## config.mk

```make
export PLATFORM = sky130hd
export DESIGN_NAME = poly_caddq_stream
export DESIGN_NICKNAME = d
export VERILOG_FILES = /design/src/rtl/dilithium_pkg.sv /design/src/rtl/poly_caddq_stream_reduce32.sv /design/src/rtl/poly_caddq_stream.sv
export SDC_FILE = /design/constraint.sdc
export NUM_CORES = 1
export LEC_CHECK = 0
export CORE_MARGIN = 2
export CORE_UTILIZATION = 50
export DETAILED_ROUTE_END_ITERATION = 7
export GPL_ROUTABILITY_DRIVEN = 0
export PLACE_DENSITY = 0.76
export SETUP_SLACK_MARGIN = 0.15
export SLEW_MARGIN = 30
export SYNTH_ARGS = -nofsm -noshare
export SYNTH_HDL_FRONTEND = slang
export SYNTH_SLANG_ARGS = --single-unit
```

## constraint.sdc

```tcl
create_clock -name clk -period 5.2 [get_ports clk]
set_clock_uncertainty 0.05 [all_clocks]
set_input_delay 1.3 -clock clk [delete_from_list [all_inputs] [get_ports clk]]
set_output_delay 1.3 -clock clk [all_outputs]
set_load 0.005 [all_outputs]
```

## src/rtl/dilithium_pkg.sv

```systemverilog
// Shared Dilithium constants used by the coefficient-normalisation stream.
package dilithium_pkg;

  localparam int DIL_N     = 256;
  localparam int DIL_LANES = 4;
  localparam int DIL_W     = 32;
  localparam int DIL_Q     = 8380417;

  // Per-polynomial processing mode, sampled on beat 0.
  localparam logic MODE_CADDQ  = 1'b0;
  localparam logic MODE_FREEZE = 1'b1;

endpackage

```

## src/rtl/poly_caddq_stream_reduce32.sv

```systemverilog
// Combinational Dilithium reduce32 for one lane:
//   t = (a + 2^22) >>> 23 ; r = a - t*Q
// Computed one bit wider than the coefficient, then truncated. Outside the
// documented input range the result is unspecified but always fully defined.
module poly_caddq_stream_reduce32
  import dilithium_pkg::*;
#(
  parameter int W = DIL_W,
  parameter int Q = DIL_Q
) (
  input  logic [W-1:0] a_i,
  output logic [W-1:0] r_o
);

  localparam logic signed [W:0] ROUND_C = (W+1)'(64'sd4194304);
  localparam logic signed [W:0] Q_EXT_C = (W+1)'(Q);

  logic signed [W:0] a_ext_s;
  logic signed [W:0] sum_s;
  logic signed [W:0] t_s;

  // Rounded quotient estimate and subtraction of t*Q.
  always_comb begin
    a_ext_s = {a_i[W-1], a_i};
    sum_s   = a_ext_s + ROUND_C;
    t_s     = sum_s >>> 5'd23;
    r_o     = W'(a_ext_s - (t_s * Q_EXT_C));
  end

endmodule

```

## src/rtl/poly_caddq_stream.sv

```systemverilog
// Streaming polynomial normaliser: LANES signed coefficients per beat.
// S1 optionally applies reduce32 (FREEZE polynomials), S2 applies caddq and
// drives the output port. Mode is captured on beat 0 and follows the
// polynomial's beats through the pipeline.
module poly_caddq_stream
  import dilithium_pkg::*;
#(
  parameter int N     = DIL_N,
  parameter int LANES = DIL_LANES,
  parameter int W     = DIL_W,
  parameter int Q     = DIL_Q
) (
  input  logic               clk,
  input  logic               rst_n,
  input  logic               mode,
  input  logic               in_valid,
  output logic               in_ready,
  input  logic [LANES*W-1:0] in_data,
  output logic               out_valid,
  input  logic               out_ready,
  output logic [LANES*W-1:0] out_data,
  output logic               out_last,
  output logic               busy
);

  localparam int BEATS = N / LANES;
  localparam int CW    = (BEATS > 1) ? $clog2(BEATS) : 1;
  localparam logic [CW-1:0] CNT_ZERO = {CW{1'b0}};
  localparam logic [CW-1:0] CNT_ONE  = CW'(1);
  localparam logic [CW-1:0] CNT_LAST = CW'(BEATS - 1);
  localparam logic [W-1:0]  Q_W      = W'(Q);

  logic               s1_valid_q, s1_valid_d;
  logic               s2_valid_q, s2_valid_d;
  logic [LANES*W-1:0] s1_data_q,  s1_data_d;
  logic [LANES*W-1:0] s2_data_q,  s2_data_d;
  logic [CW-1:0]      in_cnt_q,   in_cnt_d;
  logic [CW-1:0]      out_cnt_q,  out_cnt_d;
  logic               mode_q,     mode_d;

  logic               s1_adv_s;
  logic               s2_adv_s;
  logic               in_fire_s;
  logic               out_fire_s;
  logic               beat_mode_s;
  logic [LANES*W-1:0] red_s;
  logic [LANES*W-1:0] s1_in_s;
  logic [LANES*W-1:0] caddq_s;

  // Per-lane reduce32 on the incoming beat and caddq on the S1 contents.
  for (genvar k = 0; k < LANES; k++) begin : g_lane
    poly_caddq_stream_reduce32 #(.W(W), .Q(Q)) u_reduce32 (
      .a_i (in_data[W*k +: W]),
      .r_o (red_s[W*k +: W])
    );
    assign caddq_s[W*k +: W] =
      s1_data_q[W*k +: W] + (Q_W & {W{s1_data_q[W*k + W - 1]}});
  end

  // Handshake/stall terms and the effective mode of the beat on the input.
  always_comb begin
    s2_adv_s   = ~s2_valid_q | out_ready;
    s1_adv_s   = ~s1_valid_q | s2_adv_s;
    in_fire_s  = in_valid & s1_adv_s;
    out_fire_s = s2_valid_q & out_ready;
    if (in_cnt_q == CNT_ZERO) begin
      beat_mode_s = mode;
    end else begin
      beat_mode_s = mode_q;
    end
    if (beat_mode_s == MODE_FREEZE) begin
      s1_in_s = red_s;
    end else begin
      s1_in_s = in_data;
    end
  end

  // Next-state for both pipeline stages, beat counters and latched mode.
  always_comb begin
    s1_valid_d = s1_valid_q;
    s1_data_d  = s1_data_q;
    s2_valid_d = s2_valid_q;
    s2_data_d  = s2_data_q;
    in_cnt_d   = in_cnt_q;
    out_cnt_d  = out_cnt_q;
    mode_d     = mode_q;

    if (s1_adv_s) begin
      s1_valid_d = in_valid;
      if (in_valid) begin
        s1_data_d = s1_in_s;
      end else begin
        s1_data_d = s1_data_q;
      end
    end else begin
      s1_valid_d = s1_valid_q;
    end

    if (s2_adv_s) begin
      s2_valid_d = s1_valid_q;
      if (s1_valid_q) begin
        s2_data_d = caddq_s;
      end else begin
        s2_data_d = s2_data_q;
      end
    end else begin
      s2_valid_d = s2_valid_q;
    end

    if (in_fire_s) begin
      if (in_cnt_q == CNT_ZERO) begin
        mode_d = mode;
      end else begin
        mode_d = mode_q;
      end
      if (in_cnt_q == CNT_LAST) begin
        in_cnt_d = CNT_ZERO;
      end else begin
        in_cnt_d = in_cnt_q + CNT_ONE;
      end
    end else begin
      in_cnt_d = in_cnt_q;
    end

    if (out_fire_s) begin
      if (out_cnt_q == CNT_LAST) begin
        out_cnt_d = CNT_ZERO;
      end else begin
        out_cnt_d = out_cnt_q + CNT_ONE;
      end
    end else begin
      out_cnt_d = out_cnt_q;
    end
  end

  // State registers; reset discards any partially accepted polynomial.
  always_ff @(posedge clk or negedge rst_n) begin
    if (!rst_n) begin
      s1_valid_q <= 1'b0;
      s2_valid_q <= 1'b0;
      s1_data_q  <= {(LANES*W){1'b0}};
      s2_data_q  <= {(LANES*W){1'b0}};
      in_cnt_q   <= CNT_ZERO;
      out_cnt_q  <= CNT_ZERO;
      mode_q     <= MODE_CADDQ;
    end else begin
      s1_valid_q <= s1_valid_d;
      s2_valid_q <= s2_valid_d;
      s1_data_q  <= s1_data_d;
      s2_data_q  <= s2_data_d;
      in_cnt_q   <= in_cnt_d;
      out_cnt_q  <= out_cnt_d;
      mode_q     <= mode_d;
    end
  end

  assign in_ready  = s1_adv_s;
  assign out_valid = s2_valid_q;
  assign out_data  = s2_data_q;
  assign out_last  = s2_valid_q & (out_cnt_q == CNT_LAST);
  assign busy      = (in_cnt_q != CNT_ZERO) | s1_valid_q | s2_valid_q;

endmodule

```

==> summary.txt <==
Logic synthesis
  – Synth top cells by count: inv_1 (590), ha_1 (420), nand2_1 (408)
  – Synthesized cell area: 31,800 µm²
  – Synth top area share: 21.3%
  – Mapped Nets: between 4,000 and 5,000
  – Leading area contributor after synthesis: dfrtp_1
  – Synth Instances: around 3,900
  – Syn Area/Cell: 8.25 µm²
  – Top cells by area, synth: dfrtp_1 (21%), ha_1 (16%), fa_1 (12%)
  – Register area share after synthesis: 21.3%
  – Most frequent cell after synthesis: inv_1
  – FFs w/ async S/R, synth: 100%
  – Synth unique cells: 78
  – Top FF cell, synth: dfrtp_1
  – #FFs+latches synth: 271
  – Post-synth EDFFs: 0
  – Synthesis Warnings: 0

CTS
  – Clock Path Buffers: 3
  – Post-CTS Hold Buffers: 0
  – Num CTS Buffers: 34
  – TritonCTS clock tree: done
  – Root buffer cell: clkbuf_16
  – Clock Latency Late Sink: 0.55 ns
  – H-tree depth: 2
  – Clk sinks: 271
  – Worst-path clk slew: about 0.06 ns

Final layout
  – Number of diodes: 0
  – Area Growth Syn to Fin: 42.9%
  – Final-stage net count: around 5,500
  – Layout cells sized above 1: 27.6%
  – Final core utilization: around 72%

Min path
  – Hold Crit Class: reg -> reg

GRT
  – GRT Overall Usage: 29.5%
  – Antenna violations before repair: 2
  – Vias in the first global route: 31,507
  – Largest net degree at the start of global routing: 100
  – Remaining global-route overflow: 0
  – First-pass GRT wire length: ~160 mm

Worst setup path
  – CP max FO: 5
  – Setup Crit Path Kind: in -> reg
  – CP Capture Type: flop
  – CP Data Required Time: 5.57 ns
  – Arr. time, crit path: 6.77 ns
  – CP startpoint kind: input pin

Run status
  – Failing checks: setup timing
  – Outcome: finished, violations left

Route
  – Drc violations: 0
  – Total number of vias: 31,196
  – ANT nets after route: 0
  – DR vias/cell: ~5.5
  – Starting DRT DRC Count: 2,119
  – Wire per inst: between 15 and 20 µm
  – Post-Route WL: around 100 mm
  – Pre-antenna DRT Iters: 6

STA
  – Final setup vio count: 51
  – Worst Setup Slack, final: -1.19 ns
  – Fin crit period: 6.39 ns
  – Setup TNS: -33.99 ns
  – Final Cycle Share: 123%
  – Final Hold Vio Count: 0
  – Max-slew violations: 0
  – Slew headroom: 44.7%
  – Fmax: 156 MHz
  – RSZ-0062 raised after global routing: true
  – Worst-margin pin slew: 0.826 ns

Floorplanning
  – # rows: about 90
  – Initial Util: 50.5%
  – Number of top-level pins: approximately 270
  – Die Wd: 256 µm
  – Core footprint: 63,100 µm²
  – Die H: about 260 µm
  – DIE AREA: 65,700 µm²

Run
  – Maxcap violations: 0

Placed design
  – Dpl hpwl: 73.6 mm
  – Port buffer count: 264
-- flip-flops by register name, indices dropped and copies added (netlist names) --
| name | cells |
|---|---|
| out_cnt_q | 6 |
| s1_data_q | 128 |
| mode_q | 1 |
| s1_valid_q | 1 |
| in_cnt_q | 6 |
| out_data | 128 |
| out_valid | 1 |
-- layer usage --
layer / share of wire [%] / GRT usage [%] / routed length [µm] / vias up
met5: 0.031 / 0 / 32 / -
met4: 4.8 / 11.5 / 4970 / 4
met3: 5.8 / 3.94 / 6030 / 336
met2: 50 / 52.3 / 52100 / 1089
met1: 40 / 36.4 / 41300 / 15116
li1: - / - / - / 14651
-- per-stage QoR --
stage | hold WS, ns | cell area [µm²] | setup WS (ns) | instances
2_1_floorplan | 0.406 | 33300 | -1.40 | 3860
3_3_place_gp | 0.401 | 41400 | -1.76 | 5490
3_5_place_dp | 0.405 | 41400 | -1.92 | 5490
4_1_cts | 0.419 | 44300 | -0.854 | 5611
5_1_grt | 0.443 | 45500 | -1.30 | 5657
6_report | 0.413 | 45500 | -1.19 | 5657
-- worst max-delay path, stage by stage --
cell and delay (ns):
buf_6 0.09, and3_4 0.18, and3_4 0.16, buf_6 0.13, xnor2_4 0.21, inv_2 0.11
xnor2_4 0.17, ha_4 0.17, nor2_4 0.16, nor2_1 0.08, o21ai_0 0.27, o21ai_1 0.19
fa_1 0.53, fa_1 0.51, inv_1 0.07, fa_1 0.54, inv_1 0.07, ha_4 0.32
nor2b_2 0.19, or4_4 0.15, a21oi_2 0.04, or3_4 0.41, o2111a_1 0.25, a2111oi_2 0.34
o21ai_1 0.10
-- kinds of logic after synthesis --
kind of cell	Yosys count	share of synthesized area [%]
buffers and inverters	715	8.43
multiplexers	11	0.361
flip-flops	271	21.3
XOR/XNOR	375	10.4
AND/OR/NAND/NOR	1007	14.4
AO/OA/AOI/OAI	866	16.4
adder cells (fa/ha/maj)	615	28.8
-- cells in the final DEF (no fill, tap or decap), types with 13 or more instances in the layout --
master / instances
o21a_1: 25
a21o_1: 95
nand4_1: 28
clkbuf_16: 35
or2_2: 23
o21bai_1: 20
ha_1: 333
a31oi_1: 38
a21oi_2: 45
nand2b_1: 23
and2_1: 16
dfrtp_1: 271
clkdlybuf4s50_1: 229
fa_1: 190
o21ai_0: 239
nor2b_1: 22
nor2_1: 234
inv_1: 500
buf_4: 643
xnor2_4: 13
o21ai_1: 38
nand3_1: 62
ha_4: 76
a21oi_1: 205
xnor2_2: 36
nand2_1: 393
buf_8: 13
inv_2: 86
nor3_1: 24
xnor2_1: 172
and3_1: 45
xor2_1: 134
a211oi_1: 15
buf_6: 106
-- layout make-up --
cell class,count,area [µm²]
inverter,597,2280
timing repair buffer,1012,8780
tap,846,1060
sequential,271,6780
clock inverter,12,118
clock buffer,45,973
fill,4367,17600
multi-input combinational,2874,25500
-- worst paths after layout --
check	slack (ns)	start	cells after the start	to
max reg2reg	1.52	s1_data_q[95]	12	out_data[88]
min reg2reg	0.41	out_data[19]	2	out_data[19]
max in group asynchronous	3.32	rst_n	2	out_data[64]
min in group asynchronous	0.71	rst_n	1	s1_data_q[9]
max	-1.19	in_data[25]	25	s1_data_q[31]
min	0.41	out_data[19]	2	out_data[19]
-- what timing repair did --
item / 4_1_cts / 5_1_grt
endpoints found under the setup margin: 87 / 71
resized for setup: 402 / 208
setup buffers: 64 / 46
cloned: 0 / 0
pin swaps: 237 / 206
Power is not shown: default switching activity piles up to over one toggle a cycle in this logic, so the estimate is an artifact.
